[config.mk]
export PLATFORM = sky130hd
export DESIGN_NAME = cache_refill_ctrl
export DESIGN_NICKNAME = d
export VERILOG_FILES = /design/src/rtl/cache_refill_ctrl.sv
export SDC_FILE = /design/constraint.sdc
export NUM_CORES = 1
export LEC_CHECK = 0
export ABC_CLOCK_PERIOD_IN_PS = 5000
export CAP_MARGIN = 20
export CELL_PAD_IN_SITES_DETAIL_PLACEMENT = 0
export CELL_PAD_IN_SITES_GLOBAL_PLACEMENT = 1
export CORE_MARGIN = 4
export CORE_UTILIZATION = 28
export DETAILED_ROUTE_END_ITERATION = 10
export PLACE_DENSITY = 0.74
export SLEW_MARGIN = 20
export SYNTH_ARGS = -nofsm -noshare
export SYNTH_HDL_FRONTEND = slang
export SYNTH_SLANG_ARGS = --single-unit
export TNS_END_PERCENT = 100
[constraint.sdc]
create_clock -name clk_i -period 5 [get_ports clk_i]
set_clock_uncertainty 0.15 [all_clocks]
set_input_delay 1.25 -clock clk_i [delete_from_list [all_inputs] [get_ports clk_i]]
set_output_delay 1.25 -clock clk_i [all_outputs]
set_load 0.005 [all_outputs]
[src/rtl/cache_refill_ctrl.sv]
// Miss handler between a core read port and a two-way cache.
// On a hit the lookup data goes straight back to the core. On a miss the
// block is fetched from backing memory, written into the cache and forwarded
// to the core. Only one read is in flight at a time. Saturating hit and miss
// counters are kept. Every output is driven from a register.
module cache_refill_ctrl #(
  parameter int ADDR_WIDTH = 32,
  parameter int BLOCK_SIZE = 32,
  parameter int TIMEOUT    = 255,
  parameter int CNT_WIDTH  = 16
) (
  input  logic                  clk_i,
  input  logic                  reset_i,
  input  logic                  core_rd_en_i,
  input  logic [ADDR_WIDTH-1:0] core_addr_i,
  output logic                  core_busy_o,
  output logic                  core_rvalid_o,
  output logic [BLOCK_SIZE-1:0] core_rdata_o,
  output logic                  core_err_o,
  output logic                  cache_rd_en_o,
  output logic [ADDR_WIDTH-1:0] cache_rd_addr_o,
  input  logic                  cache_rd_valid_i,
  input  logic                  cache_miss_i,
  input  logic [BLOCK_SIZE-1:0] cache_rd_data_i,
  output logic                  cache_wr_en_o,
  output logic [ADDR_WIDTH-1:0] cache_wr_addr_o,
  output logic [BLOCK_SIZE-1:0] cache_wr_data_o,
  output logic                  mem_req_valid_o,
  input  logic                  mem_req_ready_i,
  output logic [ADDR_WIDTH-1:0] mem_req_addr_o,
  input  logic                  mem_resp_valid_i,
  input  logic [BLOCK_SIZE-1:0] mem_resp_data_i,
  output logic [CNT_WIDTH-1:0]  hit_cnt_o,
  output logic [CNT_WIDTH-1:0]  miss_cnt_o
);

  localparam int OFF_BITS = $clog2(BLOCK_SIZE / 8);
  localparam logic [ADDR_WIDTH-1:0] ALIGN_MASK =
    ~((ADDR_WIDTH'(1) << OFF_BITS) - ADDR_WIDTH'(1));
  localparam int TW = (TIMEOUT > 1) ? $clog2(TIMEOUT) : 1;
  localparam logic [TW-1:0] TCNT_LAST = TW'(TIMEOUT - 1);

  typedef enum logic [2:0] {
    S_IDLE,
    S_LOOKUP,
    S_MEM_REQ,
    S_MEM_WAIT,
    S_FILL
  } state_e;

  state_e                state_q;
  logic                  busy_q;
  logic                  rvalid_q;
  logic [BLOCK_SIZE-1:0] rdata_q;
  logic                  err_q;
  logic                  cache_rd_en_q;
  logic [ADDR_WIDTH-1:0] addr_q;
  logic [ADDR_WIDTH-1:0] blk_q;
  logic                  cache_wr_en_q;
  logic [BLOCK_SIZE-1:0] fill_q;
  logic                  mem_req_valid_q;
  logic [TW-1:0]         tcnt_q;
  logic [CNT_WIDTH-1:0]  hit_cnt_q;
  logic [CNT_WIDTH-1:0]  miss_cnt_q;
  logic [CNT_WIDTH-1:0]  hit_cnt_d;
  logic [CNT_WIDTH-1:0]  miss_cnt_d;

  // Saturating increments of the hit/miss counters.
  always_comb begin
    hit_cnt_d  = hit_cnt_q;
    miss_cnt_d = miss_cnt_q;
    if (hit_cnt_q != '1)  hit_cnt_d  = hit_cnt_q + CNT_WIDTH'(1);
    if (miss_cnt_q != '1) miss_cnt_d = miss_cnt_q + CNT_WIDTH'(1);
  end

  // Request sequencing FSM with registered outputs.
  // The lookup strobe is high during the first LOOKUP cycle; the cache answer
  // is only sampled once the strobe has dropped, i.e. the cycle after it.
  always_ff @(posedge clk_i or posedge reset_i) begin
    if (reset_i) begin
      state_q         <= S_IDLE;
      busy_q          <= 1'b0;
      rvalid_q        <= 1'b0;
      rdata_q         <= '0;
      err_q           <= 1'b0;
      cache_rd_en_q   <= 1'b0;
      addr_q          <= '0;
      blk_q           <= '0;
      cache_wr_en_q   <= 1'b0;
      fill_q          <= '0;
      mem_req_valid_q <= 1'b0;
      tcnt_q          <= '0;
      hit_cnt_q       <= '0;
      miss_cnt_q      <= '0;
    end else begin
      rvalid_q      <= 1'b0;
      err_q         <= 1'b0;
      cache_wr_en_q <= 1'b0;
      case (state_q)
        S_IDLE: begin
          if (core_rd_en_i) begin
            addr_q        <= core_addr_i;
            blk_q         <= core_addr_i & ALIGN_MASK;
            cache_rd_en_q <= 1'b1;
            busy_q        <= 1'b1;
            state_q       <= S_LOOKUP;
          end
        end
        S_LOOKUP: begin
          if (cache_rd_en_q) begin
            cache_rd_en_q <= 1'b0;
          end else if (cache_rd_valid_i) begin
            rdata_q   <= cache_rd_data_i;
            rvalid_q  <= 1'b1;
            hit_cnt_q <= hit_cnt_d;
            busy_q    <= 1'b0;
            state_q   <= S_IDLE;
          end else if (cache_miss_i) begin
            miss_cnt_q      <= miss_cnt_d;
            mem_req_valid_q <= 1'b1;
            state_q         <= S_MEM_REQ;
          end
        end
        S_MEM_REQ: begin
          if (mem_req_ready_i) begin
            mem_req_valid_q <= 1'b0;
            tcnt_q          <= '0;
            state_q         <= S_MEM_WAIT;
          end
        end
        S_MEM_WAIT: begin
          if (mem_resp_valid_i) begin
            fill_q        <= mem_resp_data_i;
            rdata_q       <= mem_resp_data_i;
            cache_wr_en_q <= 1'b1;
            rvalid_q      <= 1'b1;
            state_q       <= S_FILL;
          end else if (tcnt_q == TCNT_LAST) begin
            err_q   <= 1'b1;
            busy_q  <= 1'b0;
            state_q <= S_IDLE;
          end else begin
            tcnt_q <= tcnt_q + TW'(1);
          end
        end
        S_FILL: begin
          busy_q  <= 1'b0;
          state_q <= S_IDLE;
        end
        default: begin
          busy_q  <= 1'b0;
          state_q <= S_IDLE;
        end
      endcase
    end
  end

  assign core_busy_o     = busy_q;
  assign core_rvalid_o   = rvalid_q;
  assign core_rdata_o    = rdata_q;
  assign core_err_o      = err_q;
  assign cache_rd_en_o   = cache_rd_en_q;
  assign cache_rd_addr_o = addr_q;
  assign cache_wr_en_o   = cache_wr_en_q;
  assign cache_wr_addr_o = blk_q;
  assign cache_wr_data_o = fill_q;
  assign mem_req_valid_o = mem_req_valid_q;
  assign mem_req_addr_o  = blk_q;
  assign hit_cnt_o       = hit_cnt_q;
  assign miss_cnt_o      = miss_cnt_q;

endmodule
# Yosys cells after proc, flatten, opt, wreduce, memory -nomap -nowiden
# Cells that the tools add are included.
totals:
  register_bits: 175
  input_bits: 103
  output_inout_bits: 198
  word_cells: 89
op_classes:
  addsub: 3
  n_eq_ne: 18
  muxes: 36
  bitwise_logic: 3
  reduce_logical: 15
op_table:
  columns: ["operator", "count"]
  rows:
  - ["two-way mux 32 bit", 3]
  - ["one-hot mux 32 bit (2 select lines)", 1]
  - ["adder 16 x 1 -> 16 bit (second input constant)", 2]
  - ["inequality test 16 bit (second input constant)", 2]
  - ["two-way mux 8 bit", 3]
  - ["two-way mux 3 bit", 7]
  - ["inequality test 2 bit (second input constant)", 10]
  - ["two-way mux 1 bit", 16]
  - ["one-hot mux 8 bit (2 select lines)", 1]
  - ["AND reduction 5 bit", 3]
  - ["one-hot mux 3 bit (4 select lines)", 1]
  - ["AND reduction 4 bit", 3]
  - ["adder 8 x 1 -> 8 bit (second input constant)", 1]
  - ["equality test 8 bit (second input constant)", 1]
  - ["nonzero test 2 bit", 4]
  - ["equality test 3 x 2 -> 1 bit (second input constant)", 2]
  - ["inequality test 3 bit (second input constant)", 2]
  - ["one-hot mux 1 bit (2 select lines)", 3]
  - ["AND reduction 2 bit", 3]
  - ["AND reduction 6 bit", 1]
  - ["one-hot mux 1 bit (4 select lines)", 1]
  - ["equality test 3 x 1 -> 1 bit (second input constant)", 1]
  - ["zero test 3 bit", 1]
  - ["NOT 1 bit", 3]

# Logic depth before layout (Yosys ltp)
depth:
  ltp_word: 4
  ltp_mapped: 9

# Least setup slack after synthesis
# No wires, ideal clock.
synth_path:
  path_kind: "input -> register"
  start: "input port core_rd_en_i"
  end: "register addr_q[0] (netlist: cache_rd_addr_o[0])"
  setup_ps: 125
  t_arrival_ps: 2250
  required_time_ps: 4725
  path_slack_ps: 2475
  cell_stages: 4
  cell_sequence: "nand2_1 -> nor3_1 -> buf_2 -> mux2_2"
synth_between:
  elab_chain_cells: 1
synth_lines:
  columns: ["item", "line", "source"]
  rows:
  - ["start, declared", "14", "input logic core_rd_en_i,"]
  - ["AND reduction 2 bit (no source line)", null, null]
  - ["end signal, assigned", "102", "addr_q <= core_addr_i;"]
  - ["end, declared", "57", "logic [ADDR_WIDTH-1:0] addr_q;"]
# No other way between the ends.
# A chain may end at the register's enable or synchronous reset.

# Worst setup path after layout
layout_path:
  start: "input port mem_resp_valid_i"
  end: "register rdata_q[23] (netlist: core_rdata_o[23])"
layout_between:
  elab_chain_cells: 2
layout_lines:
  columns: ["item", "line", "source"]
  rows:
  - ["start, declared", "31", "input logic mem_resp_valid_i,"]
  - ["inequality test 2 bit (no source line)", null, null]
  - ["AND reduction 4 bit (no source line)", null, null]
  - ["end signal, assigned", "113", "rdata_q <= cache_rd_data_i;"]
  - ["end signal, assigned", "134", "rdata_q <= mem_resp_data_i;"]
  - ["end, declared", "54", "logic [BLOCK_SIZE-1:0] rdata_q;"]
# No other way between the ends.

==> results.sh <==
export IMPL_finalMaxSlewViolations=0
export IMPL_ys_seq_area_frac=0.5439
export IMPL_antenna_found_initial=1
export IMPL_fin_util=0.4330
export IMPL_fin_crit_sh=0.6621
export IMPL_ys_ff_latch=145
export IMPL_criticalPathCategory="input pin to flip-flop"
export IMPL_die_area_mm2=0.02636
export IMPL_grt_pass1_vias=5216
export IMPL_clock_latency_ps=420
export IMPL_gp_congestion=0.7533
export IMPL_drive_gt1_frac=0.09389
export IMPL_cts_sinks=145
export IMPL_status="finished, final reports clean"
export IMPL_cts_buffers_inserted=17
export IMPL_hpwlAfterDp_um=13510
export IMPL_hold_class="flip-flop to flip-flop"
export IMPL_maxClockFrequency_ghz=0.3021
export IMPL_setup_viol=0
export IMPL_cp_required_ps=5130
export IMPL_placed_area_mm2=0.009534
export IMPL_wl_um=18780
export IMPL_wl_met3_um=2119
export IMPL_crit_fanout=36
export IMPL_crit_path_max_incr_delay_ps=580
export IMPL_worstMarginPinSlew_ps=929.6
export IMPL_vdd_drop_max_v=0.0002317
export IMPL_ys_types=45
export IMPL_cp_cell_sequence="clkdlybuf4s50_1 -> nand2_4 -> inv_2 -> a21oi_4 -> buf_4 -> o21ai_0"
export IMPL_drtAntennaViolNets=0
export IMPL_wl_met1_um=7784
export IMPL_root_buffer="clkbuf_16"
export IMPL_synthToLayoutAreaGrowth_pct=52.36
export IMPL_crit_path_start_kind="input pin"
export IMPL_wl_met2_um=8584
export IMPL_grt_max_degree=146
export IMPL_ys_warn_count=0
export IMPL_fin_setup_tns_ps=0
export IMPL_fp_coreArea_mm2=0.02347
export IMPL_io_buffers=296
export IMPL_gr_usage_all_layers=0.1408
export IMPL_post_route_cell_area_mm2=0.01016
export IMPL_viasPerCell=4.313
export IMPL_ios=301
export IMPL_worst_path_max_delay_cell="a21oi_4"
export IMPL_cap_viol_max_count=0
export IMPL_htreeDepth=4
export IMPL_drtIter0Drc=180
export IMPL_synthesis_area_mm2=0.006671
export IMPL_rsz0062_at_grt="false"
export IMPL_cts_tree="done"
export IMPL_start_util=0.2842
export IMPL_rows=56
export IMPL_postSynthAreaPerCell_um2=10.49
export IMPL_fin_cells=1203
export IMPL_endpoint_kind="flip-flop"
export IMPL_synth_ff_type="dfrtp_1"
export IMPL_diodes=0
export IMPL_clockBufferDepth=2
export IMPL_fp_dieH_um=162.4
export IMPL_wl_per_cell_um=15.61
export IMPL_grt_overflow=0
export IMPL_num_vias=5189
export IMPL_dr_pass1_iters=4
export IMPL_ctsResizeCount=0
export IMPL_netlist_instances=636
export IMPL_die_w_um=162.4
export IMPL_power_density_mw_per_mm2=576.6
export IMPL_synth_edf_count=0
export IMPL_post_cts_buffers=0
export IMPL_grt_pass1_wl_um=29370
export IMPL_period_needed_ps=3310
export IMPL_clkTransAtPathRegs_ps=60
export IMPL_synthArstFlopShare=1.000
export IMPL_drcViolationCount=0
export IMPL_report_final_hold_viol_count=0
export IMPL_cp_arrival_ps=3440
export IMPL_postCtsHoldBufs=0
export IMPL_p_leak_uw=0.004340
export IMPL_maxSlewHeadroom=0.3802
export IMPL_top_layer="met5"
export IMPL_dp_cells=1172
export IMPL_fin_nets=979
==> flip-flops by register name (all words and copies together), names as in the netlist <==
| signal | flops |
|---|---|
| core_rdata_o | 32 |
| miss_cnt_o | 16 |
| tcnt_q | 8 |
| cache_rd_addr_o | 32 |
| mem_req_valid_o | 1 |
| cache_wr_en_o | 1 |
| hit_cnt_o | 16 |
| core_err_o | 1 |
| state_q | 3 |
| core_rvalid_o | 1 |
| cache_wr_data_o | 32 |
| cache_rd_en_o | 1 |
| core_busy_o | 1 |
==> Yosys cell counts (all sizes together), types with 3 or more instances <==
cell type | instances | share of area
a21oi | 8 | 0.0060
and2 | 3 | 0.0028
and3 | 4 | 0.0038
and4 | 5 | 0.0066
buf | 74 | 0.080
clkbuf | 13 | 0.0073
dfrtp | 145 | 0.54
ha | 4 | 0.0075
inv | 9 | 0.0051
mux2 | 33 | 0.056
mux2i | 33 | 0.050
nand2 | 159 | 0.091
nand3 | 8 | 0.0060
nand3b | 3 | 0.0034
nand4 | 13 | 0.012
nor2 | 17 | 0.0096
nor3 | 8 | 0.0068
nor4b | 3 | 0.0071
o21ai | 43 | 0.032
o31ai | 4 | 0.0045
xnor2 | 18 | 0.024
xor2 | 11 | 0.014
==> cells in the final DEF, fill, tap and decap left out, types with 7 or more instances in the layout <==
cell and n:
o21ai_0 28, nor2_1 17, clkdlybuf4s50_1 296, nand3_1 8
nand4_1 13, xnor2_1 18, dfrtp_1 145, nand2_1 158
a21oi_1 7, inv_1 7, clkbuf_16 17, mux2_2 33
o21ai_1 15, xor2_1 11, mux2i_1 33
==> where the power goes <==
part           leakage, uW  internal [uW]  switching (uW)
combinational      0.00221           1580             892
clock             0.000300            844             539
sequential         0.00183           1630             375
==> area by class of cell <==
cell class / count / area [um^2]
sequential: 145 / 3628
clock inverter: 14 / 205.2
clock buffer: 17 / 425.4
multi-input combinational: 398 / 2456
inverter: 9 / 37.54
timing repair buffer: 301 / 3013
fill: 2261 / 13310
tap: 319 / 399.1
==> metal layers <==
| layer | GRT usage | vias up |
|---|---|---|
| li1 | - | 2532 |
| met5 | 0 | - |
| met1 | 0.1700 | 2428 |
| met4 | 0.04075 | 2 |
| met3 | 0.07062 | 21 |
| met2 | 0.2224 | 206 |
==> per-stage QoR <==
step | power, uW | hold slack, ps | setup WS (ps)
global placement | 4527 | 308.3 | 1226
CTS | 5980 | 327.5 | 1624
finish | 5861 | 321.1 | 1690
global route | 6276 | 350.3 | 1462
detailed placement | 4550 | 311.4 | 1160
floorplan | 3164 | 287.6 | 1781
==> cell families (layout without fill, tap and decap cells) <==
kind of cell / after synthesis / in the layout / share of synthesized area
muxes: 66 / 66 / 0.1052
adders and majority gates: 4 / 4 / 0.007502
other: 1 / 4 / 0.0005621
buffers and inverters: 96 / 341 / 0.09227
DFF: 145 / 145 / 0.5439
xor gates and xnor gates: 29 / 29 / 0.03807
AOI/OAI and AO/OA: 64 / 64 / 0.05495
and+or+nand+nor: 231 / 231 / 0.1575
==> path summary, 6_finish.rpt <==
path	startpoint	end	slack [ps]	cells after the start
min	cache_wr_data_o[8]	cache_wr_data_o[8]	320	2
min in group asynchronous	reset_i	miss_cnt_o[5]	1180	3
max in group asynchronous	reset_i	miss_cnt_o[1]	2730	3
max reg2reg	state_q[1]	core_rdata_o[23]	2250	6
max	mem_resp_valid_i	core_rdata_o[23]	1690	6
min reg2reg	cache_wr_data_o[8]	cache_wr_data_o[8]	320	2
==> worst max-delay path, delay by kind of cell <==
kind,cells,cell delay [ps]
and+or+nand+nor,1,370
AOI/OAI and AO/OA,2,730
buffers and inverters,3,1070
(Power assumes the default switching activity.)
